==> config.mk <==
export PLATFORM = sky130hd
export DESIGN_NAME = load_store_unit
export DESIGN_NICKNAME = d
export VERILOG_FILES = /design/src/rtl/lsu_pkg.sv /design/src/rtl/lsu_lane_align.sv /design/src/rtl/load_store_unit.sv
export SDC_FILE = /design/constraint.sdc
export NUM_CORES = 1
export LEC_CHECK = 0
export ABC_AREA = 1
export CAP_MARGIN = 20
export CORE_MARGIN = 2
export CORE_UTILIZATION = 25
export DETAILED_ROUTE_END_ITERATION = 10
export DONT_BUFFER_PORTS = 1
export PLACE_DENSITY_LB_ADDON = 0.25
export SETUP_SLACK_MARGIN = 0.2
export SYNTH_ARGS = -nofsm -noshare
export SYNTH_HDL_FRONTEND = slang
export SYNTH_HIERARCHICAL = 1
export SYNTH_SLANG_ARGS = --single-unit
==> constraint.sdc <==
create_clock -name clk -period 2 [get_ports clk]
set_clock_uncertainty 0.1 [all_clocks]
set_input_delay 0.3 -clock clk [delete_from_list [all_inputs] [get_ports clk]]
set_output_delay 0.3 -clock clk [all_outputs]
set_load 0.01 [all_outputs]
==> src/rtl/lsu_pkg.sv <==
// lsu_pkg: shared size encodings, FSM states and access-fault check for the load/store unit
package lsu_pkg;
    localparam logic [1:0] SZ_BYTE = 2'b00;
    localparam logic [1:0] SZ_HALF = 2'b01;
    localparam logic [1:0] SZ_WORD = 2'b10;
    typedef enum logic [2:0] {IDLE, ACCESS, MERGE, RESP, ERR} lsu_state_t;
    function automatic logic access_fault(input logic [1:0] size, input logic [1:0] offset);
        return (size == 2'b11) || (size == SZ_HALF && offset[0]) || (size == SZ_WORD && offset != 2'b00);
    endfunction
endpackage

==> src/rtl/lsu_lane_align.sv <==
// lsu_lane_align: little-endian lane extraction/extension for loads and lane merge for stores
module lsu_lane_align
    import lsu_pkg::*;
(
    input  logic [31:0] word,
    input  logic [1:0]  offset,
    input  logic [1:0]  size,
    input  logic        is_unsigned,
    input  logic [31:0] wdata,
    output logic [31:0] load_data,
    output logic [31:0] store_data
);
    logic [4:0]  sh;
    logic [31:0] shifted;
    logic [31:0] lane_mask;
    assign sh = {offset, 3'b000};
    assign shifted = word >> sh;
    assign load_data = size == SZ_BYTE ? {{24{shifted[7] & ~is_unsigned}}, shifted[7:0]} :
                       size == SZ_HALF ? {{16{shifted[15] & ~is_unsigned}}, shifted[15:0]} : word;
    assign lane_mask = size == SZ_BYTE ? 32'h0000_00ff : 32'h0000_ffff;
    assign store_data = size == SZ_WORD ? wdata : (word & ~(lane_mask << sh)) | ((wdata & lane_mask) << sh);
endmodule

==> src/rtl/load_store_unit.sv <==
// load_store_unit: CPU-side initiator for the word-addressed data memory with sub-word RMW
module load_store_unit
    import lsu_pkg::*;
#(
    parameter int MEM_WORDS = 128,
    parameter int ADDR_W = 32
) (
    input  logic              clk,
    input  logic              rst,
    input  logic              req_valid,
    output logic              req_ready,
    input  logic              req_write,
    input  logic [1:0]        req_size,
    input  logic              req_unsigned,
    input  logic [ADDR_W-1:0] req_addr,
    input  logic [31:0]       req_wdata,
    output logic              resp_valid,
    output logic [31:0]       resp_rdata,
    output logic              resp_error,
    output logic [ADDR_W-1:0] mem_address,
    output logic              mem_read,
    output logic              mem_write,
    output logic [31:0]       mem_write_data,
    input  logic [31:0]       mem_read_data
);
    lsu_state_t  state;
    logic        wr_q;
    logic [1:0]  size_q;
    logic        uns_q;
    logic [1:0]  off_q;
    logic [31:0] wdata_q;
    logic        mem_read_q;
    logic        mem_write_q;
    logic [31:0] ld_data;
    logic [31:0] st_data;
    logic        fault;

    lsu_lane_align u_align (
        .word       (mem_read_data),
        .offset     (off_q),
        .size       (size_q),
        .is_unsigned(uns_q),
        .wdata      (wdata_q),
        .load_data  (ld_data),
        .store_data (st_data)
    );

    assign fault = access_fault(req_size, req_addr[1:0]) || ((req_addr >> 2) >= ADDR_W'(MEM_WORDS));
    // reset in the same cycle as a pending strobe must keep memory untouched
    assign mem_read  = mem_read_q && !rst;
    assign mem_write = mem_write_q && !rst;

    // request FSM with registered strobes and response
    always_ff @(posedge clk) begin
        if (rst) begin
            state          <= IDLE;
            req_ready      <= 1'b1;
            resp_valid     <= 1'b0;
            resp_error     <= 1'b0;
            resp_rdata     <= '0;
            mem_read_q     <= 1'b0;
            mem_write_q    <= 1'b0;
            mem_address    <= '0;
            mem_write_data <= '0;
            wr_q           <= 1'b0;
            size_q         <= '0;
            uns_q          <= 1'b0;
            off_q          <= '0;
            wdata_q        <= '0;
        end else begin
            resp_valid  <= 1'b0;
            resp_error  <= 1'b0;
            resp_rdata  <= '0;
            mem_read_q  <= 1'b0;
            mem_write_q <= 1'b0;
            case (state)
                IDLE: if (req_valid) begin
                    wr_q      <= req_write;
                    size_q    <= req_size;
                    uns_q     <= req_unsigned;
                    off_q     <= req_addr[1:0];
                    wdata_q   <= req_wdata;
                    req_ready <= 1'b0;
                    if (fault) begin
                        state      <= ERR;
                        resp_valid <= 1'b1;
                        resp_error <= 1'b1;
                    end else begin
                        state          <= ACCESS;
                        mem_address    <= req_addr >> 2;
                        mem_write_data <= req_wdata;
                        mem_read_q     <= !req_write || req_size != SZ_WORD;
                        mem_write_q    <= req_write && req_size == SZ_WORD;
                    end
                end
                ACCESS: if (wr_q && size_q != SZ_WORD) begin
                    state          <= MERGE;
                    mem_write_q    <= 1'b1;
                    mem_write_data <= st_data;
                end else begin
                    state      <= RESP;
                    resp_valid <= 1'b1;
                    resp_rdata <= wr_q ? 32'd0 : ld_data;
                end
                MERGE: begin
                    state      <= RESP;
                    resp_valid <= 1'b1;
                end
                default: begin
                    state     <= IDLE;
                    req_ready <= 1'b1;
                end
            endcase
        end
    end
endmodule

* Word level (Yosys, flattened, before mapping)
Index checks and enable logic that the tools add are counted.
** Operators by class
- Shift operators :: 3
- Div/mod/pow operators :: 0
- Multipliers :: 0
- Muxes and demuxes :: 22
- $lt $le $gt $ge :: 1
- Add/subtract/negate cells :: 0
- Bitwise operators :: 12
- Equality and inequality tests :: 12
- Reduce and logical (&&, ||, !) cells :: 24
** Operators by type and width (count)
- two-way mux 32 bit :: 6
- bitwise AND 32 bit :: 2
- case mux 32 bit (2 select lines) :: 1
- << shifter 32 x 5 -> 32 bit :: 2
- inverter 32 bit :: 1
- bitwise OR 32 bit :: 1
- >> shifter 32 x 5 -> 16 bit :: 1
- greater-or-equal comparator 30 x 8 -> 1 bit, second input constant :: 1
- two-way mux 16 bit :: 1
- inequality test 2 bit, second input constant :: 5
- case mux 3 bit (3 select lines) :: 1
- two-way mux 1 bit :: 8
- OR reduction 4 bit :: 2
- == test 2 bit, second input constant :: 3
- logical AND 1 bit :: 6
- two-way mux 3 bit :: 2
- inverter 1 bit :: 6
- == test 2 x 1 -> 1 bit, second input constant :: 2
- logical OR 1 bit :: 4
- case mux 1 bit (2 select lines) :: 2
- AND reduction 2 bit :: 2
- AND reduction 4 bit :: 1
- nonzero test 2 bit :: 2
- OR reduction 2 bit :: 2
- 8 further kinds :: 10
** Word-level totals
- Input port bits :: 103
- Bits in read-only memories :: 0
- Word-level logic and storage cells :: 88
- Output and inout bits :: 101
- Memories kept :: 0
- Latch bits :: 0
- Bits in registers :: 140
- RAM bits :: 0

* Depth between registers and ports, before layout
- Word-level depth :: 9
- Gate-level depth with buffers :: 11
- Mapped depth without buffers :: 10

* By module
The synthesis kept the hierarchy.
** By module, submodules not included
- load_store_unit :: instances 1, cells each 788, sequential area each 2802.7 um^2, area each 5611.6 um^2
- lsu_lane_align :: instances 1, cells each 354, sequential area each 0.0 um^2, area each 1614.0 um^2

* Worst setup path after synthesis
OpenSTA, ideal clock, no wires.
- Path kind :: flip-flop to flip-flop
- Start :: register off_q[1]
- End :: register mem_write_data[19]
- Path slack :: 0.468 ns
- Clock period less this slack :: 1.532 ns
- Arrival time :: 1.317 ns
- Cell stages (with the launch flop) :: 12
- Setup time :: 0.115 ns
- Required time :: 1.785 ns
- Buffers on the path :: 2
- Path through :: dfxtp_1 -> inv_2 -> buf_4 -> nand2_1 -> buf_2 -> nor2_1 -> nor2_1 -> a21oi_1 -> nand2_1 -> nand2_1 -> a21oi_1 -> nor2_1
** Between the ends
- Word-level cells in the longest chain between the ends :: 7
- Elaborated cells between the ends (all ways) :: 8
- Classes of those cells :: shift (2); mux (3); bitwise (3)
** RTL lines
- from (decl) :: line load_store_unit.sv:30 : logic [1:0] off_q;
- from (signal assigned) :: line load_store_unit.sv:81 : off_q <= req_addr[1:0];
- << shifter 32 x 5 -> 32 bit :: line lsu_lane_align.sv:21 : assign store_data = size == SZ_WORD ? wdata : (word & ~(lane_mask << sh)) | ((wdata & lane_mask) << sh);
- inverter 32 bit :: line lsu_lane_align.sv:21
- bitwise AND 32 bit :: line lsu_lane_align.sv:21
- bitwise OR 32 bit (*) :: line lsu_lane_align.sv:21
- two-way mux 32 bit (*) :: line lsu_lane_align.sv:21
- net st_data[19] :: line load_store_unit.sv:35 : logic [31:0] st_data;
- two-way mux 32 bit (*) :: line load_store_unit.sv:96 : ACCESS: if (wr_q && size_q != SZ_WORD) begin
- case mux 32 bit (2 select lines) (*) :: line load_store_unit.sv:76 : case (state)
- to (signal assigned) :: line load_store_unit.sv:91 : mem_write_data <= req_wdata;
- to (signal assigned) :: line load_store_unit.sv:99 : mem_write_data <= st_data;
- to (decl) :: line load_store_unit.sv:23 : output logic [31:0] mem_write_data,
Mark *: on every way through the listed nets, which the timed path passes. The rest lies on a longest branch. The select of a mux whose other input is x is not followed.
A chain may end at the register's enable or synchronous reset.

* Worst setup path in the final report
- Start :: register off_q[0]
- End :: register mem_write_data[26]
The elaborated chain is that of the path after synthesis.

==> flow_summary.ini <==
[worst_setup_path]
arrival_ns = 1.95
crit_chain = inv_4, nand2_1, nand2_1, a21oi_1, a21oi_1, nand2_1, nand2_1, a21oi_1, nor2_1
crit_slowest_cell = dfxtp_1
critPathMaxStageDelay_ns = 0.40
path_class = flop to flop
cp_max_fo = 13
start_kind = flop
cp_common_cell = nand2_1
cp.required_ns = 2.22
cp-end-kind = flop

[placement]
gp_congestion = 0.861
pre_cts_ws_ns = 0.179
hpwl_mm = 18.0
io_buffers = 0

[synthesis]
synth_top_area_cell = dfxtp_1
synth-seq-cells = 140
synthCells = 1142
synth_top_area_share_pct = 38.8
synth.avg_cell_area_um2 = 6.33
synth_area_leaders = dfxtp_1 39%, nand2_1 15%, nor2_1 11%
synth_area_um2 = 7230
ys_types = 30
ys_seq_area_share_pct = 38.8
ys_warn_count = 6

[sta]
hold_viol = 0
period_needed_ns = 1.73
period_share_pct = 86.4
max_freq_ghz = 0.578
finalWorstSetupSlack_ns = 0.271
setup_viol = 0
fin_setup_tns_ns = 0
slew_violations = 0
rsz0062_at_grt = true

[floorplan]
coreArea_um2 = 28500
die_h_um = 174
fp.dieW_um = 174
die_area_um2 = 30300
initial_core_util_pct = 25.3
rows = 62
io_pins = 204

[run]
maxCapViolCount = 0

[route]
wl_mm = 25.5
via_count = 7085
first_pass_iters = 5
ant_nets = 0
viasPerCell = 4.50
drt_iter0_drc = 521
drc = 0
wl_per_cell_um = 16.2

[cts]
clkSinkCount = 140
cts_tree = yes
cts_buffer_depth = 2
clkLatencyLatePin_ns = 0.42
path_clk_slew_ns = 0.06
ctsRootBufferMaster = clkbuf_16
htreeDepth = 4
cts_buffers = 17

[finish]
antenna_cells = 0
fin_util_pct = 30.8
final_layout_size_suffix_gt1_share_pct = 9.66
layout.nets = 1280
areaGrowthSynthToFinish_pct = 21.7

[global_route]
grt_usage_pct = 16.9
grt_max_degree = 62
antenna_found_initial = 0
grt_pass1_wl_mm = 39.7
grt-ovfl-total = 0
grt_pass1_vias = 6830

[hold_path]
hold_class = primary input to flop

[power]
peakVddDrop_v = 0.000482
powerDensity_nw_per_um2 = 799
power_leakage_nw = 4.34

[run_status]
status = finished clean
state kept, by name, indices dropped and copies added, names as in the netlist, 2 cells and up:
name / flops
size_q: 2
mem_write_data: 32
wdata_q: 32
mem_address: 30
resp_rdata: 32
state: 3
off_q: 2
final timing paths:
path / to / slack [ns] / start / depth (start not counted)
hold / removal: mem_write_data[14]$_SDFFE_PP0P_ / 0.02 / req_wdata[14] / 4
setup / recovery: mem_write_data[26]$_SDFFE_PP0P_ / 0.27 / off_q[0]$_SDFFE_PP0P_ / 9
hold reg to reg: wr_q$_SDFFE_PP0P_ / 0.36 / wr_q$_SDFFE_PP0P_ / 2
setup reg to reg: mem_write_data[26]$_SDFFE_PP0P_ / 0.27 / off_q[0]$_SDFFE_PP0P_ / 9
area by class of cell:
cell class	count	area (um2)
Clock buffer	20	447
Clock inverter	12	121
Fill cell	3199	19800
Inverter	152	586
Multi-Input combinational cell	781	3510
Sequential cell	140	2810
Tap cell	384	480
Timing Repair Buffer	85	845
cells by family (layout without fill, tap and decap cells):
group,Yosys count,after routing,share of synthesized area (%)
simple gates,616,616,35.5
buf+inv,222,269,13.4
compound gates,163,163,12.2
flops,140,140,38.8
other cells,1,2,0.0519
cell usage after synthesis (all sizes together):
cell type,n
nor3,1
o21ai,75
a22oi,5
a21oi,80
o22ai,1
or2,1
nand4,1
nand3,107
dfxtp,140
buf,46
and2,1
o21a,1
conb,1
clkinv,1
clkbuf,24
nand2,288
o211ai,1
nor2,217
inv,151
worst max-delay path: cells and delay by family, from the launching register on:
family	cells	cell delay (ns)
simple gates	5	0.53
compound gates	3	0.49
buf+inv	1	0.11
flops	1	0.40
placed cells by master, fill, tap and decap left out, drive strengths merged:
master	n
a21oi	80
a22oi	5
and2	1
buf	33
bufinv	2
clkbuf	20
clkinv	9
clkinvlp	2
conb	2
dfxtp	140
dlygate4sd3	52
inv	151
nand2	288
nand3	107
nand4	1
nor2	217
nor3	1
o211ai	1
o21a	1
o21ai	75
o22ai	1
or2	1
stage by stage:
| stage | instances | hold slack [ns] | power [mW] | instance area [um2] |
|---|---|---|---|---|
| global placement | 1485 | 0.276 | 3.82 | 7600 |
| floorplan | 1143 | 0.335 | 3.62 | 7230 |
| detailed placement | 1485 | 0.279 | 3.82 | 7600 |
| CTS | 1569 | 0.000989 | 7.09 | 8700 |
| global route | 1574 | 0.0146 | 7.37 | 8790 |
| finish | 1574 | 0.0170 | 7.03 | 8790 |
power by group:
group | leakage (nW) | switching (mW) | internal (mW)
logic | 2.91 | 0.627 | 0.367
clock network | 0.287 | 1.26 | 1.86
registers | 1.14 | 0.0545 | 2.86
routing by layer:
layer	GRT usage (%)	routed length, um	share of wire, %
met2	26.4	11500	45
met4	4.76	368	1.4
met5	0	0	0
met1	21.5	11300	44
met3	6.87	2400	9.4
what timing repair did:
item,4_1_cts,5_1_grt
gates resized for setup,4,17
pin swaps,0,1
setup endpoints to repair,14,71
hold endpoints to repair,57,0
setup buffers,0,5
hold buffers,52,0
(Power assumes the default switching activity.)
